**src/rtl/axil_reg_bank.sv**
```systemverilog
// AXI4-Lite slave register bank: REG_NUM registers, each R/W control or RO status (RO_MASK).
// Define AXIL_REG_BANK_ERR_EN to answer out-of-range accesses with SLVERR instead of OKAY.
//
// Read FSM:
//   state  | meaning
//   R_IDLE | accepting a read address (arready = 1)
//   R_RESP | rdata/rresp valid, waiting for rready
module axil_reg_bank #(
  parameter int                 AXI_DATA_WIDTH = 32,
  parameter int                 AXI_ADDR_WIDTH = 32,
  parameter int                 REG_NUM        = 16,
  parameter logic [REG_NUM-1:0] RO_MASK        = '0
) (
  input  logic                              aclk,
  input  logic                              aresetn,
  input  logic [AXI_ADDR_WIDTH-1:0]         s_axil_awaddr,
  input  logic                              s_axil_awvalid,
  output logic                              s_axil_awready,
  input  logic [AXI_DATA_WIDTH-1:0]         s_axil_wdata,
  input  logic [AXI_DATA_WIDTH/8-1:0]       s_axil_wstrb,
  input  logic                              s_axil_wvalid,
  output logic                              s_axil_wready,
  output logic [1:0]                        s_axil_bresp,
  output logic                              s_axil_bvalid,
  input  logic                              s_axil_bready,
  input  logic [AXI_ADDR_WIDTH-1:0]         s_axil_araddr,
  input  logic                              s_axil_arvalid,
  output logic                              s_axil_arready,
  output logic [AXI_DATA_WIDTH-1:0]         s_axil_rdata,
  output logic [1:0]                        s_axil_rresp,
  output logic                              s_axil_rvalid,
  input  logic                              s_axil_rready,
  output logic [REG_NUM*AXI_DATA_WIDTH-1:0] reg_out,
  input  logic [REG_NUM*AXI_DATA_WIDTH-1:0] reg_in,
  output logic [REG_NUM-1:0]                wr_pulse
);
  localparam int STRB_W   = AXI_DATA_WIDTH / 8;
  localparam int ADDR_LSB = $clog2(STRB_W);
  localparam logic [1:0] RESP_OKAY = 2'b00;
`ifdef AXIL_REG_BANK_ERR_EN
  localparam logic [1:0] RESP_OOR = 2'b10;
`else
  localparam logic [1:0] RESP_OOR = 2'b00;
`endif
  localparam logic [0:0] R_IDLE = 1'b0;
  localparam logic [0:0] R_RESP = 1'b1;

  logic                      ready_en_q, ready_en_d;
  logic                      aw_held_q, aw_held_d, w_held_q, w_held_d;
  logic [AXI_ADDR_WIDTH-1:0] awaddr_q, awaddr_d;
  logic [AXI_DATA_WIDTH-1:0] wdata_q, wdata_d;
  logic [STRB_W-1:0]         wstrb_q, wstrb_d;
  logic                      bvalid_q, bvalid_d;
  logic [1:0]                bresp_q, bresp_d;
  logic [REG_NUM-1:0]        wr_pulse_q, wr_pulse_d;
  logic [AXI_DATA_WIDTH-1:0] regs_q [REG_NUM];
  logic [AXI_DATA_WIDTH-1:0] regs_d [REG_NUM];
  logic [0:0]                r_state_q, r_state_d;
  logic [AXI_DATA_WIDTH-1:0] rdata_q, rdata_d;
  logic [1:0]                rresp_q, rresp_d;

  logic                      aw_hs, w_hs, ar_hs, commit, wr_in_range;
  logic [AXI_ADDR_WIDTH-1:0] wr_addr, wr_idx, rd_idx;
  logic [AXI_DATA_WIDTH-1:0] wr_data;
  logic [STRB_W-1:0]         wr_strb;

  // Readies stay low until the first edge after reset release.
  assign s_axil_awready = ready_en_q && !aw_held_q && !bvalid_q;
  assign s_axil_wready  = ready_en_q && !w_held_q && !bvalid_q;
  assign s_axil_arready = ready_en_q && (r_state_q == R_IDLE);
  assign s_axil_bvalid  = bvalid_q;
  assign s_axil_bresp   = bresp_q;
  assign s_axil_rvalid  = (r_state_q == R_RESP);
  assign s_axil_rdata   = rdata_q;
  assign s_axil_rresp   = rresp_q;
  assign wr_pulse       = wr_pulse_q;

  always_comb begin
    reg_out = '0;
    for (int i = 0; i < REG_NUM; i++) begin
      if (!RO_MASK[i]) reg_out[i*AXI_DATA_WIDTH +: AXI_DATA_WIDTH] = regs_q[i];
    end
  end

  always_comb begin
    ready_en_d = 1'b1;
    aw_hs      = s_axil_awvalid && s_axil_awready;
    w_hs       = s_axil_wvalid && s_axil_wready;
    wr_addr    = aw_held_q ? awaddr_q : s_axil_awaddr;
    wr_data    = w_held_q ? wdata_q : s_axil_wdata;
    wr_strb    = w_held_q ? wstrb_q : s_axil_wstrb;
    wr_idx     = wr_addr >> ADDR_LSB;
    commit     = (aw_held_q || aw_hs) && (w_held_q || w_hs);

    aw_held_d  = aw_held_q;
    awaddr_d   = awaddr_q;
    w_held_d   = w_held_q;
    wdata_d    = wdata_q;
    wstrb_d    = wstrb_q;
    if (aw_hs) begin
      aw_held_d = 1'b1;
      awaddr_d  = s_axil_awaddr;
    end
    if (w_hs) begin
      w_held_d = 1'b1;
      wdata_d  = s_axil_wdata;
      wstrb_d  = s_axil_wstrb;
    end

    wr_in_range = 1'b0;
    wr_pulse_d  = '0;
    regs_d      = regs_q;
    for (int i = 0; i < REG_NUM; i++) begin
      if (wr_idx == AXI_ADDR_WIDTH'(i)) begin
        wr_in_range = 1'b1;
        if (commit && !RO_MASK[i]) begin
          wr_pulse_d[i] = 1'b1;
          for (int k = 0; k < STRB_W; k++) begin
            if (wr_strb[k]) regs_d[i][8*k +: 8] = wr_data[8*k +: 8];
          end
        end
      end
    end

    bvalid_d = bvalid_q;
    bresp_d  = bresp_q;
    if (bvalid_q && s_axil_bready) bvalid_d = 1'b0;
    if (commit) begin
      aw_held_d = 1'b0;
      w_held_d  = 1'b0;
      bvalid_d  = 1'b1;
      bresp_d   = wr_in_range ? RESP_OKAY : RESP_OOR;
    end
  end

  // Reads sample regs_q, so a same-edge commit is not yet visible.
  always_comb begin
    ar_hs     = s_axil_arvalid && s_axil_arready;
    rd_idx    = s_axil_araddr >> ADDR_LSB;
    r_state_d = r_state_q;
    rdata_d   = rdata_q;
    rresp_d   = rresp_q;
    case (r_state_q)
      R_IDLE: begin
        if (ar_hs) begin
          r_state_d = R_RESP;
          rdata_d   = '0;
          rresp_d   = RESP_OOR;
          for (int i = 0; i < REG_NUM; i++) begin
            if (rd_idx == AXI_ADDR_WIDTH'(i)) begin
              rresp_d = RESP_OKAY;
              rdata_d = RO_MASK[i] ? reg_in[i*AXI_DATA_WIDTH +: AXI_DATA_WIDTH] : regs_q[i];
            end
          end
        end
      end
      R_RESP: begin
        if (s_axil_rready) r_state_d = R_IDLE;
      end
      default: r_state_d = R_IDLE;
    endcase
  end

  always_ff @(posedge aclk or negedge aresetn) begin
    if (!aresetn) begin
      ready_en_q <= 1'b0;
      aw_held_q  <= 1'b0;
      awaddr_q   <= '0;
      w_held_q   <= 1'b0;
      wdata_q    <= '0;
      wstrb_q    <= '0;
      bvalid_q   <= 1'b0;
      bresp_q    <= 2'b00;
      wr_pulse_q <= '0;
      for (int i = 0; i < REG_NUM; i++) regs_q[i] <= '0;
      r_state_q  <= R_IDLE;
      rdata_q    <= '0;
      rresp_q    <= 2'b00;
    end else begin
      ready_en_q <= ready_en_d;
      aw_held_q  <= aw_held_d;
      awaddr_q   <= awaddr_d;
      w_held_q   <= w_held_d;
      wdata_q    <= wdata_d;
      wstrb_q    <= wstrb_d;
      bvalid_q   <= bvalid_d;
      bresp_q    <= bresp_d;
      wr_pulse_q <= wr_pulse_d;
      regs_q     <= regs_d;
      r_state_q  <= r_state_d;
      rdata_q    <= rdata_d;
      rresp_q    <= rresp_d;
    end
  end
endmodule
```
**config.mk**
```make
export PLATFORM = sky130hd
export DESIGN_NAME = axil_reg_bank
export DESIGN_NICKNAME = d
export VERILOG_FILES = /design/src/rtl/axil_reg_bank.sv
export SDC_FILE = /design/constraint.sdc
export NUM_CORES = 1
export LEC_CHECK = 0
export ABC_CLOCK_PERIOD_IN_PS = 2800
export BUFFER_PORTS_ARGS = -buffer_cell sky130_fd_sc_hd__buf_2
export CAP_MARGIN = 20
export CORE_AREA = 2 2 457 459
export DETAILED_ROUTE_END_ITERATION = 8
export DIE_AREA = 0 0 459 461
export PLACE_DENSITY = 0.38
export SLEW_MARGIN = 15
export SYNTH_ARGS = -nofsm -noshare
export SYNTH_HDL_FRONTEND = slang
export SYNTH_SLANG_ARGS = --single-unit
```
**constraint.sdc**
```tcl
create_clock -name aclk -period 2.8 [get_ports aclk]
set_input_delay 0.14 -clock aclk [delete_from_list [all_inputs] [get_ports aclk]]
set_output_delay 0.14 -clock aclk [all_outputs]
set_load 0.01 [all_outputs]
```
==> summary.md, run 1 <==
| Metric | Value |
|---|---|
| Congestion Overflow GR | `0` |
| Hold slack | `~0.08 ns` |
| Max-slew headroom | `around 38%` |
| Max Cap Viol | `0` |
| TritonCTS Sinks | `approximately 630` |
| Cell with the most instances after synthesis | `dfrtp_1` |
| Clock slew at reported path FFs | `~0.10 ns` |
| Yosys reg bits | `roughly 630` |
| Startpoint Class | `flop` |
| Slew Viols, Final | `0` |
| Synth cell types | `77` |
| IO Count | `1,188` |
| Initial Utilization | `14.1%` |
| Minimum clock period | `~2.7 ns` |
| Peak Freq | `between 300 and 400 MHz` |
| First-pass GRT wire length | `~250,000 um` |
| Slew @ Worst Pin | `a little over 0.9 ns` |
| Buf+Inv Stages, Crit Path | `2` |
| Number of CTS-inserted buffers | `78` |
| Top cell type's share of synthesized area | `a little over half` |
| Setup violators final | `0` |
| GP Congestion | `around 0.84` |
| Top FF cell, synth | `dfrtp_1` |
| Setup ws final | `around 0.064 ns` |
| Layout cells sized above 1 | `between 40% and 50%` |
| Die Area | `roughly 210,000 sq um` |
| Drt drc | `0` |
| Syn Inst Count | `~2,300` |
| Yosys warning count | `0` |
| Hpwl dp | `155,000 um` |
| RSZ-0062 raised after global routing | `true` |
| Clock Skew | `0.0637 ns` |
| Avg Vias per Cell | `4.18` |
| Worst path slowest cell | `mux2_1` |
| Synth top cells by count | `dfrtp_1 (631), mux2_2 (326), mux2_1 (312)` |
| Register area share after synthesis | `around 54%` |
| Critical path class | `reg -> reg` |
| Critical Path Fanout Max | `8` |
| Worst Path Required | `approximately 3.4 ns` |
| Core Region | `roughly 210,000 sq um` |
| Avg Inst Size Synth | `12.9 sq um` |
| Flop2flop setup slack | `approximately 0.064 ns` |
| Root Buffer | `clkbuf_16` |
| Vias | `25,106` |
| Fin cells | `about 6,000` |
| Final ANT Viol Nets | `0` |
| Post-Syn Area | `a little under 30,000 sq um` |
| Final Hold Viols | `0` |
| Tot GR Track Use | `a little under a fifth` |
| Cells along the critical path | `nor4b_1 > nand4_1 > a221oi_4 > nand2_2 > nor2_4 > buf_12 > buf_16 > nand2_4 > mux2_1` |
| Slowest stage delay, CP | `approximately 0.4 ns` |
| Vias in the first global route | `~25,000` |
| First-pass detailed-route iteration total | `5` |
| Tcrit/Tclk final | `a little over nine tenths` |
| Std cell rows | `roughly 170` |
| DP Worst Slack | `-0.0612 ns` |
| Leak | `21.2 nW` |
| FFs w/ async S/R, synth | `100%` |
| Initial antenna violation count | `37` |
| Die Y | `461 um` |
| CTS tree | `done` |
| Synth area leaders | `dfrtp_1 (54%), mux2_2 (13%), mux2_1 (12%), nor2_1 (1.7%), a21oi_1 (1.3%)` |
| Placed cell area | `38,200 sq um` |
| Critical Path Sink Type | `flop` |
| # nets final | `~3,900` |
| Power Total | `24.7 mW` |
| Top cell type by total area after synthesis | `dfrtp_1` |
| Max clock buf depth | `3` |
| Routed length per instance | `32.7 um` |
| Width of the die | `between 400 and 500 um` |
| TNS Setup | `0 ns` |
| Port Buffers | `between 600 and 700` |
| Initial DRC Count | `slightly below 2,000` |
| Pwr dens | `a little under 600 nW/um^2` |
| EDFF count, synth | `0` |
| Critical path's top delay family | `simple AND/OR/NAND/NOR gates` |
| Status | `finished, final reports clean` |
| Clock insertion delay at the later pin of the skew report | `approximately 0.74 ns` |
| Cells after DPL | `around 5,800` |
| Routed WL | `roughly 200,000 um` |
| Synth-to-layout area growth | `43.1%` |
| Final core area utilization | `roughly a fifth` |
| Worst VDD drop | `~440 uV` |
| Worst EP arrival | `about 3.3 ns` |
| H-tree depth | `3` |
| Design Area, Final | `approximately 42,000 sq um` |
| Largest net degree at the start of global routing | `84` |
| Hold crit path type | `in -> reg` |
[layer usage]
| metal | track usage [%] | part of all wire [%] | vias up |
|---|---|---|---|
| met2 | 27.4 | 43 | 1180 |
| met3 | 6.86 | 10 | 191 |
| met4 | 5.34 | 3.4 | 8 |
| met5 | 0 | 0.016 | - |
| li1 | - | - | 10441 |
| met1 | 23.5 | 43 | 13286 |
[final cells by class]
type,instances,area [sq um]
Fill cell,22682,165000
Sequential cell,631,15800
Multi-Input combinational cell,1484,12900
Timing Repair Buffer,1028,7000
Tap cell,2704,3380
Clock buffer,121,2320
Clock inverter,18,179
Inverter,11,41.3
Antenna cell,16,40.0
[placed cells by master, fill, tap and decap left out, types with 18 or more instances in the layout]
cell and count:
nand2_1 92, mux2i_1 35, a31oi_1 19, buf_4 225, buf_2 664, mux2_1 311, a221oi_1 29, dlygate4sd3_1 73
dfrtp_1 628, o21ai_0 64, nor2_1 128, nand2_4 31, o22ai_1 24, clkbuf_16 81, a22oi_1 18, o221ai_1 24
nor3_1 28, clkbuf_1 25, mux2_2 326, nand3_1 30, a21oi_1 76, buf_12 55
[worst min-delay path, cell delays in order]
cell and delay (ns):
buf_2 0.11, nor4bb_4 0.16, buf_4 0.16, mux2_2 0.21
[cell families (layout without fill, tap and decap cells)]
| kind of cell | Yosys count | after routing | share of synthesized area (%) |
|---|---|---|---|
| multiplexers | 689 | 689 | 27.1 |
| flip-flops | 631 | 631 | 54.2 |
| AND/OR/NAND/NOR | 412 | 412 | 7.57 |
| AO/OA/AOI/OAI | 378 | 378 | 8.99 |
| buffers and inverters | 141 | 1178 | 2.11 |
| other | 2 | 21 | 0.0258 |
[final timing paths]
check,start,endpoint,depth (start not counted)
max reg2reg,awaddr_q[18]$_DFFE_PN0P_,reg_out[398]$_DFFE_PN0P_,9
max,awaddr_q[18]$_DFFE_PN0P_,reg_out[398]$_DFFE_PN0P_,9
min reg2reg,wdata_q[17]$_DFFE_PN0P_,wdata_q[17]$_DFFE_PN0P_,1
min in group asynchronous,aresetn,reg_out[210]$_DFFE_PN0P_,3
max in group asynchronous,aresetn,reg_out[274]$_DFFE_PN0P_,4
min,s_axil_awvalid,awaddr_q[14]$_DFFE_PN0P_,4
[state kept, by name (all words and copies together) (netlist names)]
name           count
aw_held_q          1
awaddr_q          30
ready_en_q         1
reg_out          512
s_axil_bvalid      1
s_axil_rdata      32
s_axil_rvalid      1
w_held_q           1
wdata_q           32
wr_pulse          16
wstrb_q            4
[report_power, final]
group,leakage (nW),internal [mW],total [mW],switching (mW)
sequential,8.61,9.71,10.1,0.364
combinational,11.4,1.41,4.32,2.91
clock,1.22,5.88,10.3,4.44
total,21.2,17.0,24.7,7.72
[timing repair]
action,in CTS,in global routing
hold buffers,73,0
hold endpoints to repair,532,0
setup buffers,0,7
gates resized for setup,4,24
pin swaps,0,5
cloned,0,1
endpoints found under the setup margin,187,470
No activity file was read; power rests on OpenSTA's default activity.
==> run 2, diff against run 1 <==
RECOVER_POWER = 100   (was default)
==> summary.md, run 2 (synthesis gave the netlist of run 1 again) <==
| Metric | Value |
|---|---|
| Die Y | `461 um (unchanged)` |
| Switching power | `7.69 mW (was 7.72 mW)` |
| Largest net degree at the start of global routing | `84 (unchanged)` |
| H-tree depth | `3 (unchanged)` |
| Final core area utilization | `19.8% (was 20.2%)` |
| Clock Skew | `0.0639 ns (was 0.0637 ns)` |
| Initial antenna violation count | `36 (was 37)` |
| GR Util met3 | `6.86% (unchanged)` |
| Design Area, Final | `40,800 sq um (was 41,700 sq um)` |
| Setup violators final | `0 (unchanged)` |
| Number of CTS-inserted buffers | `78 (unchanged)` |
| Leak | `18.7 nW (was 21.2 nW)` |
| Worst path slowest cell | `nor3_1 (was mux2_1)` |
| Max clock buf depth | `3 (unchanged)` |
| Worst VDD drop | `444 uV (was 440 uV)` |
| Clock insertion delay at the later pin of the skew report | `0.73 ns (was 0.74 ns)` |
| Synth-to-layout area growth | `40.1% (was 43.1%)` |
| GR peak layer | `met2 (unchanged)` |
| Max Cap Viol | `2 (was 0)` |
| Cells along the critical path | `dlygate4sd3_1 > clkbuf_2 > or4_1 > buf_4 > nor3_1 > nand2_1 > buf_2 > o221ai_1 > a31oi_1 > o21a_1 (was nor4b_1 > nand4_1 > a221oi_4 > nand2_2 > nor2_4 > buf_12 > buf_16 > nand2_4 > mux2_1)` |
| Part of the power in registers | `40.9% (was 40.8%)` |
| Placed cell area | `38,200 sq um (unchanged)` |
| Routed length per instance | `32.7 um (about the same)` |
| TritonCTS Sinks | `631 (unchanged)` |
| Comb power frac | `17.3% (was 17.5%)` |
| # fillers | `22,873 (was 22,682)` |
| Initial Utilization | `14.1% (unchanged)` |
| Layout cells sized above 1 | `28.3% (was 45.9%)` |
| Critical Path Sink Type | `flop (unchanged)` |
| Vias in the first global route | `25,204 (unchanged)` |
| Hold crit path type | `in -> reg (unchanged)` |
| # nets final | `3,853 (unchanged)` |
| Vias | `25,231 (was 25,106)` |
| Critical path class | `in -> reg (was reg -> reg)` |
| Most common cell after layout, fill and taps aside | `dfrtp_1 (was buf_2)` |
| Slowest stage delay, CP | `0.75 ns (was 0.39 ns)` |
| Peak Freq | `360 MHz (was 365 MHz)` |
| IO Count | `1,188 (unchanged)` |
| RSZ-0062 raised after global routing | `true (unchanged)` |
| Final ANT Viol Nets | `0 (unchanged)` |
| Root Buffer | `clkbuf_16 (unchanged)` |
| Std cell rows | `167 (unchanged)` |
| Hpwl dp | `155,000 um (unchanged)` |
| Port Buffers | `667 (unchanged)` |
| Congestion Overflow GR | `0 (unchanged)` |
| Status | `complete, but fails checks (was finished, final reports clean)` |
| Met2 Track Usage GR | `27.4% (unchanged)` |
| Met1 usage | `23.5% (unchanged)` |
| Minimum clock period | `2.78 ns (was 2.74 ns)` |
| Hold slack | `0.127 ns (was 0.0780 ns)` |
| Worst EP arrival | `3.36 ns (was 3.31 ns)` |
| Max-slew headroom | `-5.00% (was 37.6%)` |
| First-pass detailed-route iteration total | `7 (was 5)` |
| Critical Path Fanout Max | `16 (was 8)` |
| Max FFs per register | `512 (unchanged)` |
| CTS tree | `done (unchanged)` |
| Violated checks | `capacitance limit, slew limit` |
| Startpoint Class | `primary input (was flop)` |
| Initial DRC Count | `1,915 (was 1,964)` |
| Width of the die | `459 um (unchanged)` |
| Slew Viols, Final | `54 (was 0)` |
| GP Congestion | `0.844 (unchanged)` |
| TNS Setup | `0 ns (unchanged)` |
| Core Region | `206,000 sq um (unchanged)` |
| Routed WL | `197,000 um (about the same)` |
| Register Area | `15,800 sq um (unchanged)` |
| Cell internal pwr | `16.9 mW (was 17.0 mW)` |
| Switching Share | `31.2% (about the same)` |
| Worst Path Required | `3.38 ns (was 3.37 ns)` |
| Tcrit/Tclk final | `99.3% (was 97.7%)` |
| First-pass GRT wire length | `255,000 um (unchanged)` |
| Final Hold Viols | `0 (unchanged)` |
| Clock Power Share | `41.9% (was 41.8%)` |
| Drt drc | `0 (unchanged)` |
| Highest-count cells in the layout ignoring fill and taps | `dfrtp_1 (628), clkbuf_1 (599), mux2_2 (326) (was buf_2 (664), dfrtp_1 (628), mux2_2 (326))` |
| Clock slew at reported path FFs | `0.06 ns (was 0.10 ns)` |
| Avg Vias per Cell | `4.19 (was 4.18)` |
| Die Area | `212,000 sq um (unchanged)` |
| Slew @ Worst Pin | `1.57 ns (was 0.936 ns)` |
| Multi-input gate area | `12,900 sq um (about the same)` |
| Pwr dens | `603 nW/um^2 (was 593 nW/um^2)` |
| Tot GR Track Use | `18.0% (unchanged)` |
[run 2: changes by cell type in the layout (fill, tap and decap cells not counted), moves of 2 or more]
cell / previous run / this run
buf_4: 225 / 206
buf_12: 55 / 48
diode_2: 16 / 20
buf_2: 664 / 101
clkbuf_4: 0 / 5
o21ai_1: 8 / 6
o21ai_0: 64 / 66
clkbuf_1: 25 / 599
clkbuf_2: 0 / 10
[run 2: worst paths after layout]
kind | startpoint | to | slack [ns] | cells past startpoint
min in group asynchronous | aresetn | reg_out[210]$_DFFE_PN0P_ | 0.55 | 3
max in group asynchronous | aresetn | s_axil_rvalid$_DFF_PN0_ | 0.31 | 4
max reg2reg | awaddr_q[18]$_DFFE_PN0P_ | reg_out[396]$_DFFE_PN0P_ | 0.07 | 9
min reg2reg | wdata_q[25]$_DFFE_PN0P_ | wdata_q[25]$_DFFE_PN0P_ | 0.50 | 1
min | s_axil_arvalid | s_axil_rdata[3]$_DFFE_PN0P_ | 0.13 | 5
max | s_axil_araddr[8] | s_axil_rdata[16]$_DFFE_PN0P_ | 0.02 | 10
[run 2: metrics by stage]
stage | cells | power [mW] | worst slack (ns)
after detailed placement | 5777 | 14.5 | -0.0612
final | 6017 | 24.6 | 0.0194
after global placement | 5777 | 14.4 | -0.0131
after global routing | 6003 | 25.6 | -0.103
after CTS | 5989 | 25.0 | 0.00634
after floorplan | 2256 | 12.2 | 0.555
[run 2: final cells by class]
type                       instances  share of cell area, %
sequential                       631                   38.7
inverter                          11                  0.101
multi-input combinational       1484                   31.6
clock buffer                     121                   5.67
timing repair buffer            1028                   15.1
clock inverter                    18                  0.438
antenna                           20                  0.123
tap                             2704                   8.29
[run 2: routing by layer]
layer	up-vias	wire, um
met3	191	20300
met2	1231	84800
li1	10456	-
met5	-	34
met4	6	6620
met1	13347	85300
[run 2: power groups by stage]
stage	clock network [mW]	logic, mW	registers [mW]
after floorplan	0	2.03	10.1
after global placement	0	4.24	10.2
after detailed placement	0	4.27	10.2
after CTS	10.6	4.38	10.0
after global routing	10.9	4.54	10.1
final	10.3	4.25	10.1
[run 2: what timing repair did]
item / in CTS / in global routing
hold buffers: 73 / 0
endpoints found under the setup margin: 187 / 470
setup buffers: 0 / 7
resized for setup: 4 / 24
gates cloned: 0 / 1
endpoints found under the hold margin: 532 / 0
pin swaps: 0 / 5
[run 2: worst max-delay path: cells and delay by family]
family,cells,cell delay (ns)
buf+inv,4,1.32
compound gates,3,0.62
simple gates,3,1.24
